<file path="config.mk">
export PLATFORM = sky130hd
export DESIGN_NAME = eth_udp_rx_gmii
export DESIGN_NICKNAME = d
export VERILOG_FILES = /design/src/rtl/eth_udp_defs.sv /design/src/rtl/crc32_d8.sv /design/src/rtl/eth_udp_rx_gmii.sv
export SDC_FILE = /design/constraint.sdc
export NUM_CORES = 1
export LEC_CHECK = 0
export ABC_AREA = 1
export CORE_ASPECT_RATIO = 1.25
export CORE_MARGIN = 3
export CORE_UTILIZATION = 60
export DETAILED_ROUTE_END_ITERATION = 6
export GPL_TIMING_DRIVEN = 0
export PLACE_DENSITY = 0.81
export SLEW_MARGIN = 20
export SYNTH_ARGS = -nofsm -noshare
export SYNTH_HDL_FRONTEND = slang
export SYNTH_SLANG_ARGS = --single-unit
</file>
<file path="constraint.sdc">
create_clock -name clk -period 11.6 [get_ports clk]
set_clock_uncertainty 0.05 [all_clocks]
set_input_delay 3.48 -clock clk [delete_from_list [all_inputs] [get_ports clk]]
set_output_delay 3.48 -clock clk [all_outputs]
set_load 0.01 [all_outputs]
</file>
<file path="src/rtl/eth_udp_defs.sv">
// Shared constants, state encoding and byte helper for the GMII/UDP receive
// and transmit paths.
package eth_udp_defs;

    localparam logic [7:0]  PREAMBLE_BYTE = 8'h55;
    localparam logic [7:0]  SFD_BYTE      = 8'hd5;
    localparam logic [15:0] ETH_TYPE_IPV4 = 16'h0800;
    localparam logic [7:0]  IP_VER_IHL    = 8'h45;
    localparam logic [7:0]  IP_PROTO_UDP  = 8'h11;

    localparam logic [31:0] CRC_INIT      = 32'hffffffff;
    localparam logic [31:0] CRC_RESIDUE   = 32'hc704dd7b;

    localparam logic [4:0]  ETH_HDR_LEN   = 5'd14;
    localparam logic [4:0]  IP_HDR_LEN    = 5'd20;
    localparam logic [4:0]  UDP_HDR_LEN   = 5'd8;
    localparam logic [4:0]  PREAMBLE_MAX  = 5'd7;

    typedef enum logic [3:0] {
        WAIT_IDLE,
        IDLE,
        PREAMBLE,
        ETH_HDR,
        IP_HDR,
        UDP_HDR,
        PAYLOAD,
        TAIL,
        DROP
    } rx_state_t;

    // Byte idx counted from the most significant end of a 48-bit field.
    function automatic logic [7:0] msb_byte(input logic [47:0] v, input logic [2:0] idx);
        logic [47:0] t;
        t = v << {idx, 3'b000};
        return t[47:40];
    endfunction

endpackage

</file>
<file path="src/rtl/crc32_d8.sv">
// Byte-parallel Ethernet CRC-32. Data bits enter LSB first into an MSB-first
// register, so the register is the bit-reverse of the usual reflected form.
module crc32_d8
    import eth_udp_defs::*;
(
    input  logic        clk,
    input  logic        rst,
    input  logic        init,
    input  logic        en,
    input  logic [7:0]  data,
    output logic [31:0] crc
);

    function automatic logic [31:0] crc_next(input logic [31:0] c, input logic [7:0] d);
        logic [31:0] r;
        r = c;
        for (int i = 0; i < 8; i++) begin
            if (r[31] ^ d[i]) r = {r[30:0], 1'b0} ^ 32'h04c11db7;
            else              r = {r[30:0], 1'b0};
        end
        return r;
    endfunction

    always_ff @(posedge clk or posedge rst) begin
        if (rst)       crc <= CRC_INIT;
        else if (init) crc <= CRC_INIT;
        else if (en)   crc <= crc_next(crc, data);
    end

endmodule

</file>
<file path="src/rtl/eth_udp_rx_gmii.sv">
// GMII receive path: strips preamble/Ethernet/IPv4/UDP headers, filters on
// local MAC/IP/port and streams the UDP payload with a CRC-checked done pulse.
module eth_udp_rx_gmii
    import eth_udp_defs::*;
#(
    parameter logic [47:0] LOCAL_MAC  = 48'h000a3501fec0,
    parameter logic [31:0] LOCAL_IP   = 32'hc0a80002,
    parameter logic [15:0] LOCAL_PORT = 16'd5000
) (
    input  logic        clk,
    input  logic        rst,
    input  logic        gmii_rx_dv,
    input  logic [7:0]  gmii_rx_data,
    output logic        rx_data_valid,
    output logic [7:0]  rx_data,
    output logic        rx_sop,
    output logic        rx_eop,
    output logic [15:0] rx_byte_num,
    output logic [31:0] rx_src_ip,
    output logic [15:0] rx_src_port,
    output logic        rx_done,
    output logic        rx_err
);

    rx_state_t   state, state_next;
    logic [4:0]  cnt;
    logic [15:0] pay_cnt;
    logic        mac_ok, bc_ok, mac_hit, bc_hit;
    logic [31:0] ip_sh;
    logic [15:0] port_sh, len_sh, udp_len;
    logic [7:0]  mac_byte, ip_byte, port_byte;
    logic        pay_last, crc_init, crc_en;
    logic [31:0] crc;

    assign mac_byte  = msb_byte(LOCAL_MAC, cnt[2:0]);
    assign ip_byte   = msb_byte({LOCAL_IP, 16'h0000}, {1'b0, cnt[1:0]});
    assign port_byte = msb_byte({LOCAL_PORT, 32'h0000_0000}, {2'b00, cnt[0]});

    // Unicast and broadcast matches are tracked separately so a mixed address fails.
    assign mac_hit  = (cnt == 5'd0 || mac_ok) && gmii_rx_data == mac_byte;
    assign bc_hit   = (cnt == 5'd0 || bc_ok)  && gmii_rx_data == 8'hff;
    assign udp_len  = {len_sh[7:0], gmii_rx_data};
    assign pay_last = pay_cnt == rx_byte_num - 16'd1;

    assign crc_init = state == PREAMBLE && gmii_rx_dv && gmii_rx_data == SFD_BYTE;
    assign crc_en   = gmii_rx_dv && (state inside {ETH_HDR, IP_HDR, UDP_HDR, PAYLOAD, TAIL});

    crc32_d8 u_crc (
        .clk  (clk),
        .rst  (rst),
        .init (crc_init),
        .en   (crc_en),
        .data (gmii_rx_data),
        .crc  (crc)
    );

    always_ff @(posedge clk or posedge rst) begin
        if (rst) state <= WAIT_IDLE;
        else     state <= state_next;
    end

    always_comb begin
        state_next = state;
        case (state)
            WAIT_IDLE: if (!gmii_rx_dv) state_next = IDLE;
            IDLE: begin
                if (gmii_rx_dv)
                    state_next = (gmii_rx_data == PREAMBLE_BYTE) ? PREAMBLE : DROP;
            end
            PREAMBLE: begin
                if (!gmii_rx_dv)                      state_next = IDLE;
                else if (gmii_rx_data == SFD_BYTE)    state_next = ETH_HDR;
                else if (gmii_rx_data != PREAMBLE_BYTE || cnt >= PREAMBLE_MAX)
                                                      state_next = DROP;
            end
            ETH_HDR: begin
                if (!gmii_rx_dv)
                    state_next = IDLE;
                else if ((cnt < 5'd6 && !mac_hit && !bc_hit) ||
                         (cnt == 5'd12 && gmii_rx_data != ETH_TYPE_IPV4[15:8]) ||
                         (cnt == 5'd13 && gmii_rx_data != ETH_TYPE_IPV4[7:0]))
                    state_next = DROP;
                else if (cnt == ETH_HDR_LEN - 5'd1)
                    state_next = IP_HDR;
            end
            IP_HDR: begin
                if (!gmii_rx_dv)
                    state_next = IDLE;
                else if ((cnt == 5'd0 && gmii_rx_data != IP_VER_IHL) ||
                         (cnt == 5'd9 && gmii_rx_data != IP_PROTO_UDP) ||
                         (cnt >= 5'd16 && gmii_rx_data != ip_byte))
                    state_next = DROP;
                else if (cnt == IP_HDR_LEN - 5'd1)
                    state_next = UDP_HDR;
            end
            UDP_HDR: begin
                if (!gmii_rx_dv)
                    state_next = IDLE;
                else if (((cnt == 5'd2 || cnt == 5'd3) && gmii_rx_data != port_byte) ||
                         (cnt == 5'd5 && udp_len < 16'd8))
                    state_next = DROP;
                else if (cnt == UDP_HDR_LEN - 5'd1)
                    state_next = (len_sh > 16'd8) ? PAYLOAD : TAIL;
            end
            PAYLOAD: begin
                if (!gmii_rx_dv)   state_next = IDLE;
                else if (pay_last) state_next = TAIL;
            end
            TAIL:    if (!gmii_rx_dv) state_next = IDLE;
            DROP:    if (!gmii_rx_dv) state_next = IDLE;
            default: state_next = WAIT_IDLE;
        endcase
    end

    always_ff @(posedge clk or posedge rst) begin
        if (rst) begin
            cnt           <= '0;
            pay_cnt       <= '0;
            mac_ok        <= 1'b0;
            bc_ok         <= 1'b0;
            ip_sh         <= '0;
            port_sh       <= '0;
            len_sh        <= '0;
            rx_data_valid <= 1'b0;
            rx_data       <= '0;
            rx_sop        <= 1'b0;
            rx_eop        <= 1'b0;
            rx_byte_num   <= '0;
            rx_src_ip     <= '0;
            rx_src_port   <= '0;
            rx_done       <= 1'b0;
            rx_err        <= 1'b0;
        end else begin
            rx_data_valid <= 1'b0;
            rx_sop        <= 1'b0;
            rx_eop        <= 1'b0;
            rx_done       <= 1'b0;
            rx_err        <= 1'b0;

            // IDLE->PREAMBLE has already consumed the first 0x55.
            if (state_next != state)
                cnt <= (state_next == PREAMBLE) ? 5'd1 : 5'd0;
            else if (state inside {PREAMBLE, ETH_HDR, IP_HDR, UDP_HDR})
                cnt <= cnt + 5'd1;

            case (state)
                ETH_HDR: begin
                    if (gmii_rx_dv && cnt < 5'd6) begin
                        mac_ok <= mac_hit;
                        bc_ok  <= bc_hit;
                    end
                end
                IP_HDR: begin
                    if (gmii_rx_dv && cnt >= 5'd12 && cnt <= 5'd15)
                        ip_sh <= {ip_sh[23:0], gmii_rx_data};
                end
                UDP_HDR: begin
                    if (gmii_rx_dv) begin
                        if (cnt <= 5'd1)
                            port_sh <= {port_sh[7:0], gmii_rx_data};
                        if (cnt == 5'd4 || cnt == 5'd5)
                            len_sh <= {len_sh[7:0], gmii_rx_data};
                        if (cnt == UDP_HDR_LEN - 5'd1) begin
                            rx_src_ip   <= ip_sh;
                            rx_src_port <= port_sh;
                            rx_byte_num <= len_sh - 16'd8;
                            pay_cnt     <= '0;
                        end
                    end
                end
                PAYLOAD: begin
                    if (gmii_rx_dv) begin
                        rx_data_valid <= 1'b1;
                        rx_data       <= gmii_rx_data;
                        rx_sop        <= pay_cnt == 16'd0;
                        rx_eop        <= pay_last;
                        pay_cnt       <= pay_cnt + 16'd1;
                    end else begin
                        rx_done <= 1'b1;
                        rx_err  <= 1'b1;
                    end
                end
                TAIL: begin
                    if (!gmii_rx_dv) begin
                        rx_done <= 1'b1;
                        rx_err  <= crc != CRC_RESIDUE;
                    end
                end
                default: ;
            endcase
        end
    end

endmodule
</file>
==> results.toml, run 1 <==
[critical_path]
worstPathCellList = "clkdlybuf4s50_1 > clkinv_1 > nand2_1 > inv_1 > nand4_1 > inv_1 > nor2_1 > inv_1 > clkbuf_1 > o22ai_1 > inv_1"
max_stage_delay_ns = 0.62
worstPathMaxFanout = 10
crit_top_cell = "inv_1"
startpoint = "gmii_rx_data[5]"
r2r_start = "cnt[0]"
cpMaxStageDelayCell = "clkdlybuf4s50_1"
worstPathArrival_ns = 6.53
required_ns = 11.93
cp-end-kind = "flip-flop"
crit_type = "input pin to flip-flop"
start_kind = "input pin"

[synthesis]
netlist-cell-type-count = 47
synth_compound_area_frac = 0.107
synth_common_cells = "nand2_1 (357), dfrtp_1 (168), inv_1 (146)"
synth_top_area_share = 0.404
syn_nets = 1322
ys_warn_count = 0
synth_area_leaders = "dfrtp_1 (40%), nand2_1 (13%), dfstp_2 (8.1%), o21ai_0 (6.7%), inv_1 (5.3%)"
synth_xor_area_frac = 0.0872
syn_inst = 1302
yosysTopAreaCell = "dfrtp_1"
synth_area_um2 = 10400
ys_ff_latch = 200
synth_mux_area_frac = 0.00216
yosys.area_share.simple = 0.236
ys_seq_area_frac = 0.485
synthFlopType = "dfrtp_1"
synth-edff-count = 0
synth_fa_ha_area_frac = 0.0108
postSynthAreaPerCell_um2 = 8.00
synthMostInstantiatedCell = "nand2_1"
synth_top_family_by_area = "simple AND/OR/NAND/NOR gates"
synthArstFlopShare = 1.00

[floorplan]
initial_core_util = 0.616
fp.dieW_um = 124
fp-row-count = 53
ios = 88
die_height_um = 153
coreArea_um2 = 16900
dieArea_um2 = 19000

[sta]
worst_pin_slew_ns = 0.847
maxSlewHeadroom = 0.432
rsz0062_at_grt = "false"
drv_slew = 0
holdWs_ns = 0.416
fin_ws_ns = 5.39
period_minus_slack_ns = 6.21
fmax_mhz = 161
hold_viol = 0
finalSetupTns_ns = 0
finalCritPeriodShare = 0.535
setup_violations = 0

[clocking]
clk_pin_slew_worst_paths_ns = 0.08
clockBufferDepth = 2
cts_tree = "built"
root_buffer = "clkbuf_16"
htree_levels = 4
clk-insertion-delay-late_ns = 0.44
post_cts_buffers = 0
cts_resized = 0
cts_hold_buf = 0
cts_num_sinks = 200
cts_inserted_buffers = 17

[place]
dp_hpwl_mm = 19.8
portBuffers = 84
place_ws_ns = 5.06
gp_congestion = 0.999

[global_routing]
grt_max_degree = 109
grt_pass1_vias = 9025
grt_pass1_wl_mm = 44.6
grt_usage = 0.298
grt_antenna_before_repair = 0
gr-total-overflow = 0

[min_path]
holdCritPathClass = "flip-flop to flip-flop"
hp-start = "ip_sh[27]"

[job]
maxCapViolations = 0

[power_and_ir_drop]
peakVddDrop_uv = 102
power_density_nw_per_um2 = 127
p_total_uw = 1550
leakagePower_uw = 0.00589

[routing]
viasPerCell = 5.61
wl_met3_mm = 1.39
wl_per_cell_um = 16.6
drc = 0
finalWirelength_mm = 27.2
met1_length_mm = 10.9
firstDrtPassIters = 6
drtIter0Drc = 767
postRouteAntennaNets = 0
top_layer = "met4"
num_vias = 9188
wl_met2_mm = 14.0

[run_status]
status = "finished clean"

[cells_and_area]
area_delta_synth_final_pct = 17.1
nets = 1426
diodes = 0
drive_gt1_frac = 0.0733
## final timing paths
check,end,slack [ns],cells past startpoint
max,u_crc.crc[18],5.39,11
min in group asynchronous,rx_src_ip[4],3.49,2
min reg2reg,rx_src_ip[27],0.42,2
max in group asynchronous,state[2],7.07,3
min,rx_src_ip[27],0.42,2
max reg2reg,cnt[0],8.61,20
## routing by layer
layer / GRT usage / vias up
li1: - / 4370
met1: 0.374 / 4406
met2: 0.505 / 332
met3: 0.0470 / 80
met4: 0.132 / 0
met5: 0 / -
## power breakdown
part           internal [uW]  leakage [uW]  switching [uW]
logic                   67.2       0.00295             141
clock network            315      0.000306             303
registers                711       0.00264            8.41
total                   1090       0.00589             452
## cell type report
class	count	area, um^2
clock buffers	17	425
multi-input cells	904	4610
plain buffers	45	183
flip-flops and latches	200	5040
repair buffers	85	868
well taps	220	275
fillers	1326	4720
inverters	153	582
clock inverters	15	199
## state kept, by name, summed over array words and instances (netlist names)
register and count:
rx_err 1, rx_src_ip 32, rx_done 1, mac_ok 1
rx_data 8, port_sh 16, rx_eop 1, ip_sh 32
state 4, rx_data_valid 1, len_sh 16, rx_byte_num 16
u_crc.crc 32, bc_ok 1, rx_src_port 16, cnt 5
pay_cnt 16, rx_sop 1
## cell usage in the layout (no fill, tap or decap), types with 2 or more instances in the layout
| cell type | netlist | routed |
|---|---|---|
| a211oi_1 | 3 | 3 |
| a21oi_1 | 25 | 25 |
| a22oi_1 | 4 | 4 |
| a31oi_1 | 5 | 5 |
| buf_2 | 8 | 8 |
| clkbuf_1 | 36 | 36 |
| clkbuf_16 | 0 | 17 |
| clkdlybuf4s50_1 | 0 | 84 |
| clkinv_1 | 2 | 2 |
| clkinv_8 | 0 | 4 |
| dfrtp_1 | 168 | 168 |
| dfstp_2 | 32 | 32 |
| ha_1 | 9 | 9 |
| inv_1 | 146 | 145 |
| inv_2 | 5 | 5 |
| inv_6 | 0 | 2 |
| inv_8 | 0 | 6 |
| mux2_2 | 2 | 2 |
| nand2_1 | 357 | 357 |
| nand2_2 | 2 | 2 |
| nand3_1 | 57 | 57 |
| nand3_2 | 2 | 2 |
| nand3b_1 | 3 | 3 |
| nand4_1 | 19 | 19 |
| nor2_1 | 121 | 121 |
| nor2_2 | 3 | 3 |
| nor3_1 | 14 | 14 |
| nor4_1 | 8 | 8 |
| o211ai_1 | 2 | 2 |
| o21a_1 | 3 | 3 |
| o21ai_0 | 139 | 139 |
| o22ai_1 | 17 | 17 |
| or2_2 | 4 | 4 |
| xnor2_1 | 25 | 25 |
| xnor2_4 | 2 | 2 |
| xor2_1 | 60 | 60 |
| xor2_2 | 4 | 4 |
## through the flow
stage | instance area, um^2 | std cells | utilization
2_1_floorplan | 10400 | 1302 | -
3_3_place_gp | 11500 | 1606 | 0.682
3_5_place_dp | 11600 | 1607 | 0.684
4_1_cts | 12200 | 1639 | 0.721
5_1_grt | 12200 | 1639 | 0.721
6_report | 12200 | 1639 | 0.721
## kinds of logic (layout without fill, tap and decap cells)
group,after synthesis,after routing
buf+inv,198,315
fa+ha+maj,9,9
mux,2,2
flops,200,200
xor+xnor,93,93
simple gates,594,594
compound gates,206,206
## critical path, delay by kind of cell
kind                   cells  cell delay, ns
AO/OA/AOI/OAI              1            0.24
AND/OR/NAND/NOR            3            0.89
buffers and inverters      7            1.91
Power figures use the tool's default switching activity.
==> run 2, diff against run 1 <==
--- a/config.mk
+++ b/config.mk
@@ -8,10 +8,10 @@
 export ABC_AREA = 1
 export CORE_ASPECT_RATIO = 1.25
 export CORE_MARGIN = 3
-export CORE_UTILIZATION = 60
+export CORE_UTILIZATION = 53
 export DETAILED_ROUTE_END_ITERATION = 6
 export GPL_TIMING_DRIVEN = 0
-export PLACE_DENSITY = 0.81
+export PLACE_DENSITY = 0.76
 export SLEW_MARGIN = 20
 export SYNTH_ARGS = -nofsm -noshare
 export SYNTH_HDL_FRONTEND = slang
==> constraint.sdc (replaced) <==
create_clock -name clk -period 5.7 [get_ports clk]
set_clock_uncertainty 0.05 [all_clocks]
set_input_delay 1.71 -clock clk [delete_from_list [all_inputs] [get_ports clk]]
set_output_delay 1.71 -clock clk [all_outputs]
set_load 0.01 [all_outputs]
==> results.toml, run 2 (same netlist as run 1, synthesis figures left out) <==
[run_status]
status = "finished clean"

[clocking]
cts_hold_buf = 0
post_cts_buffers = 0
clk-insertion-delay-late_ns = 0.45
cts_tree = "built"
htree_levels = 4
cts_inserted_buffers = 17
clk_pin_slew_worst_paths_ns = 0.08
cts_resized = 0
cts_num_sinks = 200
root_buffer = "clkbuf_16"
clockBufferDepth = 2

[routing]
wl_per_cell_um = 15.9
met1_length_mm = 10.9
firstDrtPassIters = 6
finalWirelength_mm = 26.8
viasPerCell = 5.34
top_layer = "met4"
drtIter0Drc = 632
wl_met2_mm = 13.7
drc = 0
postRouteAntennaNets = 0
wl_met3_mm = 1.19
num_vias = 8998

[global_routing]
grt_usage = 0.256
grt_pass1_vias = 8855
gr-total-overflow = 0
grt_max_degree = 34
grt_pass1_wl_mm = 44.1
grt_antenna_before_repair = 0

[cells_and_area]
diodes = 0
drive_gt1_frac = 0.0765
layout_commonest_cell = "nand2_1"
stdcell_count = 1685
top_regs = "ip_sh: 32 flops, rx_src_ip: 32 flops, u_crc.crc: 32 flops"
nets = 1431
fin_util = 0.648
mostFrequentLayoutCells = "nand2_1 (357), dfrtp_1 (168), inv_1 (145), o21ai_0 (139), nor2_1 (121)"
area_delta_synth_final_pct = 18.5

[floorplan]
dieArea_um2 = 21400
initial_core_util = 0.546
ios = 88
fp-row-count = 56
coreArea_um2 = 19100
die_height_um = 163
fp.dieW_um = 131

[sta]
drv_slew = 0
rsz0062_at_grt = "false"
maxSlewHeadroom = 0.488
worst_pin_slew_ns = 0.763
hold_viol = 0
finalCritPeriodShare = 0.788
period_minus_slack_ns = 4.49
fmax_mhz = 223
setup_violations = 0

[min_path]
holdCritPathClass = "flip-flop to flip-flop"

[place]
portBuffers = 84
placed_cells = 1653
gp_congestion = 0.996
dp_hpwl_mm = 20.0

[power_and_ir_drop]
power_density_nw_per_um2 = 257
peakVddDrop_uv = 213
leakagePower_uw = 0.00594

[critical_path]
start_kind = "input pin"
worstPathMaxFanout = 10
required_ns = 6.02
crit_top_cell = "inv_1"
cpMaxStageDelayCell = "clkdlybuf4s50_1"
crit_type = "input pin to flip-flop"
worst-path-buf-inv = 7
worstPathArrival_ns = 4.81
cp_top_family = "buffers and inverters"
max_stage_delay_ns = 0.68
cp-end-kind = "flip-flop"
worstPathCellList = "clkdlybuf4s50_1 > clkinv_1 > nand2_1 > inv_1 > nand4_1 > inv_1 > nor2_1 > inv_1 > clkbuf_1 > o22ai_1 > inv_1"

[job]
maxCapViolations = 0
run 2: final timing paths:
check / startpoint / slack (ns) / cells past startpoint / end
setup / recovery: gmii_rx_data[5] / 1.21 / 11 / u_crc.crc[17]
hold / removal: port_sh[9] / 0.43 / 2 / rx_src_port[9]
setup reg to reg: cnt[0] / 2.75 / 20 / cnt[0]
hold reg to reg: port_sh[9] / 0.43 / 2 / rx_src_port[9]
max in group asynchronous: rst / 2.89 / 5 / u_crc.crc[1]
min in group asynchronous: rst / 1.62 / 2 / rx_src_port[11]
run 2: cell type report:
cell class / instances / area, um^2
plain buffers: 45 / 183
clock buffers: 17 / 425
clock inverters: 15 / 213
fillers: 1658 / 6720
inverters: 153 / 578
multi-input cells: 904 / 4610
flip-flops and latches: 200 / 5040
well taps: 261 / 327
repair buffers: 90 / 961
run 2: power by group:
part           switching (uW)  leakage (uW)  total (uW)  internal [uW]
logic                     279       0.00299         422            143
clock network             642      0.000309        1290            649
registers                17.0       0.00264        1460           1450
total                     938       0.00594        3180           2240
run 2: worst register-to-register path: cells and delay by family, from the launching register on:
family,cells,cell delay (ns)
adders and majority gates,1,0.24
buffers and inverters,3,0.42
DFF,1,0.47
and+or+nand+nor,16,1.72
run 2: routing by layer:
metal  up-vias  global-route usage
li1       4362                   -
met1      4317               0.312
met2       253               0.462
met3        66              0.0337
met4         0               0.110
met5         -                   0
run 2: stage by stage:
step	setup TNS (ns)	hold WS (ns)	total power, uW	setup WS [ns]	area, um^2
after floorplan	0	0.392	1800	1.38	10400
after global placement	-22.81	0.405	1900	-0.156	11600
after detailed placement	0	0.408	1910	0.829	11700
after CTS	0	0.428	3180	1.29	12300
after global routing	0	0.455	3290	1.08	12300
final	0	0.427	3180	1.21	12300
